`src/rtl/li_sched.sv`:
```
`default_nettype none
// li_sched: timestep sequencer for a spiking layer with lateral inhibition.
// It counts winner spikes per neuron, then picks the classified neuron by argmax.
module li_sched #(
   parameter int N       = 8,
   parameter int T_STEPS = 16,
   parameter int CW      = 8,
   parameter int TMO     = 31
) (
   input  logic                     clk,
   input  logic                     rst,
   input  logic                     start_sample,
   output logic                     busy,
   output logic                     layer_start,
   input  logic                     layer_done,
   output logic                     li_start,
   input  logic                     li_valid,
   input  logic [N-1:0]             li_won_lost,
   input  logic                     li_first_spike,
   output logic [N-1:0]             pot_reset,
   output logic                     done,
   output logic [$clog2(N+1)-1:0]   winner,
   output logic                     timeout_err
);

   localparam int WW = $clog2(N+1);
   localparam int SW = (N > 1) ? $clog2(N) : 1;
   localparam int TW = $clog2(TMO + 1);

   typedef enum logic [2:0] {
      S_IDLE, S_LAYER, S_WAIT_LAYER, S_LI, S_WAIT_LI, S_UPDATE, S_SCAN, S_FINISH
   } state_t;

   state_t          state, state_nx;
   logic [CW-1:0]   cnt [N];
   logic [7:0]      step;
   logic [TW-1:0]   wcnt;
   logic [N-1:0]    cap_wl;
   logic            cap_fs;
   logic [SW-1:0]   sidx;
   logic [CW-1:0]   best_val;
   logic [WW-1:0]   best_idx;
   logic [SW-1:0]   lsb_idx;
   logic            lsb_any;

   logic            wait_tmo;
   logic            step_last;
   logic            scan_last;
   logic            scan_gt;
   logic [WW-1:0]   scan_best;

   assign wait_tmo  = (wcnt == TW'(TMO - 1));
   assign step_last = (step == 8'(T_STEPS - 1));
   assign scan_last = (sidx == SW'(N - 1));
   assign scan_gt   = (cnt[sidx] > best_val);
   assign scan_best = scan_gt ? WW'(sidx) : best_idx;
   assign busy      = (state != S_IDLE);

   // Descending loop so the lowest set bit is the last one written.
   always_comb begin
      lsb_idx = '0;
      lsb_any = 1'b0;
      for (int i = N - 1; i >= 0; i--) begin
         if (cap_wl[i]) begin
            lsb_idx = SW'(i);
            lsb_any = 1'b1;
         end
      end
   end

   always_comb begin
      state_nx    = state;
      layer_start = 1'b0;
      li_start    = 1'b0;
      done        = 1'b0;
      pot_reset   = '0;
      case (state)
         S_IDLE:       if (start_sample) state_nx = S_LAYER;
         S_LAYER: begin
            layer_start = 1'b1;
            state_nx    = S_WAIT_LAYER;
         end
         S_WAIT_LAYER: begin
            if (layer_done)    state_nx = S_LI;
            else if (wait_tmo) state_nx = S_FINISH;
         end
         S_LI: begin
            li_start = 1'b1;
            state_nx = S_WAIT_LI;
         end
         S_WAIT_LI: begin
            if (li_valid)      state_nx = S_UPDATE;
            else if (wait_tmo) state_nx = S_FINISH;
         end
         S_UPDATE: begin
            pot_reset = {N{cap_fs}};
            state_nx  = step_last ? S_SCAN : S_LAYER;
         end
         S_SCAN:       if (scan_last) state_nx = S_FINISH;
         S_FINISH: begin
            // An aborted presentation also flushes every membrane potential.
            done = 1'b1;
            if (timeout_err) pot_reset = '1;
            state_nx = S_IDLE;
         end
         default:      state_nx = S_IDLE;
      endcase
   end

   always_ff @(posedge clk or posedge rst) begin
      if (rst) begin
         state       <= S_IDLE;
         for (int i = 0; i < N; i++) cnt[i] <= '0;
         step        <= '0;
         wcnt        <= '0;
         cap_wl      <= '0;
         cap_fs      <= 1'b0;
         sidx        <= '0;
         best_val    <= '0;
         best_idx    <= WW'(N);
         winner      <= WW'(N);
         timeout_err <= 1'b0;
      end else begin
         state <= state_nx;
         case (state)
            S_IDLE: begin
               if (start_sample) begin
                  for (int i = 0; i < N; i++) cnt[i] <= '0;
                  step        <= '0;
                  timeout_err <= 1'b0;
               end
            end
            S_LAYER, S_LI: wcnt <= '0;
            S_WAIT_LAYER, S_WAIT_LI: begin
               if (state == S_WAIT_LI && li_valid) begin
                  cap_wl <= li_won_lost;
                  cap_fs <= li_first_spike;
               end else if (!(state == S_WAIT_LAYER && layer_done)) begin
                  if (wait_tmo) begin
                     timeout_err <= 1'b1;
                     winner      <= WW'(N);
                  end else begin
                     wcnt <= wcnt + 1'b1;
                  end
               end
            end
            S_UPDATE: begin
               if (cap_fs && lsb_any && (cnt[lsb_idx] != {CW{1'b1}}))
                  cnt[lsb_idx] <= cnt[lsb_idx] + 1'b1;
               if (step_last) begin
                  sidx     <= '0;
                  best_val <= '0;
                  best_idx <= WW'(N);
               end else begin
                  step <= step + 1'b1;
               end
            end
            S_SCAN: begin
               // Strict compare keeps the lowest index on ties; all-zero stays at N.
               if (scan_gt) begin
                  best_val <= cnt[sidx];
                  best_idx <= WW'(sidx);
               end
               sidx <= sidx + 1'b1;
               if (scan_last) winner <= scan_best;
            end
            default: ;
         endcase
      end
   end

endmodule
`default_nettype wire

```
`config.mk`:
```
export PLATFORM = sky130hd
export DESIGN_NAME = li_sched
export DESIGN_NICKNAME = d
export VERILOG_FILES = /design/src/rtl/li_sched.sv
export SDC_FILE = /design/constraint.sdc
export NUM_CORES = 1
export LEC_CHECK = 0
export BUFFER_PORTS_ARGS = -buffer_cell sky130_fd_sc_hd__buf_2
export CAP_MARGIN = 20
export CORE_MARGIN = 1
export CORE_UTILIZATION = 60
export CTS_CLUSTER_DIAMETER = 120
export CTS_CLUSTER_SIZE = 14
export DETAILED_ROUTE_END_ITERATION = 16
export PLACE_DENSITY = 0.79
export SYNTH_ARGS = -nofsm -noshare
export SYNTH_HDL_FRONTEND = slang
export SYNTH_SLANG_ARGS = --single-unit
```
`constraint.sdc`:
```
create_clock -name clk -period 4.41 [get_ports clk]
set_input_delay 0.2205 -clock clk [delete_from_list [all_inputs] [get_ports clk]]
set_output_delay 0.2205 -clock clk [all_outputs]
set_load 0.01 [all_outputs]
```
==> results.md <==
* Synthesized instance count at 670
* Worst-Margin Slew at 1.046 ns
* Die span in y at 106.3 um
* Max-cap viol count at 0
* Final core utilization at 66.92%
* Ports at 31
* RSZ-0062 raised after global routing: no
* Cell Chain, Critical Path: or2_1 -> o21ai_1 -> nand2_1 -> mux2i_1 -> o221ai_2 -> ha_1 -> and4_4 -> and4_4 -> or3_1 -> nand3_1 -> o21ai_1
* WS Path Type: reg2reg
* Clock transition at the registers of the reported paths at 0.11 ns
* DIE WIDTH at approximately 110 um
* Area grow syn2layout at 6.827%
* Tot GR Track Use at approximately 34%
* Cell taking the most area after synthesis: dfrtp_1
* Setup bufs post-CTS at 0
* Required time worst endpoint at 4.73 ns
* Top cell type's share of synthesized area at 41.04%
* Power Internal at 0.002458 W
* Power density over cell area at 665.6 nW/um^2
* H-Tree Depth at 3
* Row cnt at 37
* Clk buf depth at 2
* WL/cell at 21.49 um
* Sw Ratio at between 40% and 50%
* Relative slew slack at between 20 and 30%
* CP peak stage delay at 0.62 ns
* Initial Util at between 60% and 70%
* Final slew viol count at 0
* Setup slack at placement at 0.5631 ns
* Clock sinks at 109
* Final period utilization at between 80% and 90%
* HPWL Detailed at 12800 um
* Yosys reg bits at 109
* CP startpoint: cap_wl[4]
* Tot Pwr at approximately 0.0046 W
* Post-Layout Inst Area at 6970 um^2
* Antenna Cells at 0
* Initial antenna violation count at 0
* Worst setup EP type: flip-flop
* Worst R2R Setup Slack at 0.47 ns
* First-pass GRT wire length at 28750 um
* Iter 0 DRT Violations at roughly 500
* GRT overflow at 0
* Asr flop ratio synth at 100.0%
* Seq/Total Area, Yosys at between 40% and 50%
* Largest net degree at the start of global routing at 80
* Vias in the first global route at 5416
* Ys flop type: dfrtp_1
* Comb power frac at 50.2%
* Placed Area at 6708 um^2
* Pleak at 3.090 nW
* Clock Power Share at 14.9%
* Worst-skew pair later-pin latency at 0.40 ns
* Die area at ~11000 um^2
* Slowest CP cell: dfrtp_1
* Synthesized area at 6525 um^2
* Final setup vio count at 0
* Post-synth EDFFs at 0
* Layout net count at 712
* Via count at between 5k and 6k
* Crit path max-delay family: simple AND/OR/NAND/NOR gates
* Synth warnings at 0
* Fraction of layout cells with a size suffix above 1 at between 10% and 20%
* Library cells used by synthesis at 74
* Port-buffer cells at 30
* DR pass1 iterations at 5
* Worst path arrival time at around 4.3 ns
* Cell count along the critical path at 11
* Worst setup path end: cnt[10]
* Worst-case reg-to-reg path depth at 11
* CTS buffer count at 9
* Final Hold Vio Count at 0
* Final WS setup at 0.4662 ns
* CP Launch Type: flip-flop
* Reg-to-reg startpoint: cap_wl[4]
* Resized Gates After CTS at 0
* Buffers and inverters on the worst path at 0
* Post-route ant nets at 0
* Drt drc at 0
* Core Box Area at roughly 10000 um^2
* Register share of total power at 34.8%
* Filler cell count at 828
* Max frequency at 253.6 MHz
* WL final at 17730 um
* Vias/cell at 6.576
* Crit Path Max Fanout at 16
* Synth top area cells: dfrtp_1, mux4_2, nand2_1
* Status: complete, no violations
* Synthesized area per cell at 9.739 um^2
* Clock skew at 0.01616 ns
* Worst R2R End: cnt[10]
* RD Place Congestion at slightly above 1
* Peak VDD IR at 0.0004267 V
* Minimum clock period at 3.944 ns
* Setup TNS at 0 ns
* CTS tree: done
* NetSw at about 0.0022 W
* HP Class: in2reg
* Root Buffer: clkbuf_8
* Syn nets at 698
state kept, by name, summed over array words and instances, names as in the netlist:
register and count:
best_idx 4, best_val 8, cap_fs 1, cap_wl 8, cnt 64, sidx 3, state 3, step 8
timeout_err 1, wcnt 5, winner 4
repair_timing:
action	in CTS	in global routing
endpoints found under the hold margin	0	8
hold buffers	0	1
endpoints found under the setup margin	0	0
cells in the mapped netlist, types with 3 or more instances:
library cell	instances
o21ai_0	32
nor3_1	10
nor4_1	3
nor2_2	3
nand3_2	4
o2bb2ai_1	18
o22ai_1	13
buf_4	11
a21oi_1	26
a31oi_1	3
mux4_2	16
nor3b_1	5
nand2b_1	6
inv_1	32
xnor2_1	3
nand3_1	32
buf_6	4
or2_2	4
o211ai_1	3
clkbuf_1	18
nor2_1	39
and2_1	4
ha_1	14
buf_2	7
and3_1	7
mux2_2	12
or3_1	3
a21o_1	4
nand2_1	90
nor2b_1	15
dfrtp_1	107
xor2_1	11
o21ai_1	18
o31ai_1	4
mux2i_1	32
nand4_1	5
how the worst min path moves through the flow:
stage                    from         to  slack (ns)  cells past startpoint
2_1_floorplan  li_won_lost[0]  cap_wl[0]        0.34                      2
3_5_place_dp   li_won_lost[0]  cap_wl[0]        0.43                      3
6_report       li_won_lost[6]  cap_wl[6]        0.02                      3
4_1_cts        li_won_lost[6]  cap_wl[6]        0.02                      3
3_3_place_gp   li_won_lost[6]  cap_wl[6]        0.43                      3
5_1_grt        li_won_lost[0]  cap_wl[0]        0.04                      3
routing by layer:
metal	share of wire, %	track usage [%]	vias to the layer above
met2	47	53.90	287
met4	4.4	18.25	0
met3	8.0	6.376	51
met1	40	44.15	2661
met5	0	0	-
li1	-	-	2426
area by class of cell:
type | instances | area [um^2] | area share [%]
multi-input combinational | 486 | 3433 | 49.25
timing repair buffer | 45 | 285.3 | 4.093
tap | 136 | 170.2 | 2.441
clock inverter | 4 | 70.07 | 1.005
sequential | 109 | 2730 | 39.17
inverter | 33 | 126.4 | 1.813
clock buffer | 12 | 155.1 | 2.226
layout by cell type, fill, tap and decap left out, types with 5 or more instances in the layout:
cell | netlist | final
dfrtp_1 | 107 | 107
nand2_1 | 90 | 90
nor2_1 | 39 | 39
nand3_1 | 32 | 32
o21ai_0 | 32 | 32
mux2i_1 | 32 | 32
inv_1 | 32 | 31
buf_2 | 7 | 30
a21oi_1 | 26 | 26
o21ai_1 | 18 | 18
o2bb2ai_1 | 18 | 18
mux4_2 | 16 | 16
nor2b_1 | 15 | 15
ha_1 | 14 | 14
o22ai_1 | 13 | 13
buf_4 | 11 | 13
mux2_2 | 12 | 12
xor2_1 | 11 | 11
clkbuf_8 | 0 | 11
nor3_1 | 10 | 10
and3_1 | 7 | 7
nand2b_1 | 6 | 6
nor3b_1 | 5 | 5
nand4_1 | 5 | 5
cell families (layout without fill, tap and decap cells):
logic type | count (synthesis) | count (layout) | share of synthesized area (%)
multiplexers | 60 | 60 | 12.50
adder cells (fa/ha/maj) | 14 | 14 | 2.685
flip-flops | 109 | 109 | 41.84
AND/OR/NAND/NOR | 246 | 246 | 19.29
XOR/XNOR | 14 | 14 | 1.879
buffers and inverters | 75 | 94 | 5.542
AO/OA/AOI/OAI | 152 | 152 | 16.26
worst register-to-register path: cells and delay by family (launching register included):
family | cells | cell delay [ns]
AND/OR/NAND/NOR | 6 | 1.87
adder cells (fa/ha/maj) | 1 | 0.27
multiplexers | 1 | 0.18
AO/OA/AOI/OAI | 3 | 0.94
flip-flops | 1 | 0.62
power by group through the flow:
| stage | Sequential (W) | Clock [W] | Combinational, W |
|---|---|---|---|
| finish | 0.00162 | 0.000692 | 0.00233 |
| global route | 0.00165 | 0.000727 | 0.00254 |
| CTS | 0.00160 | 0.000695 | 0.00230 |
| detailed placement | 0.00162 | 0 | 0.00228 |
| global placement | 0.00161 | 0 | 0.00223 |
| floorplan | 0.00141 | 0 | 0.00179 |
per-stage QoR:
stage                     std cells  hold slack [ns]
after global routing            825          0.03802
final                           825          0.01877
after global placement          807           0.4264
after floorplan                 670           0.3373
after CTS                       823          0.01603
after detailed placement        807           0.4328
Power figures use the tool's default switching activity.
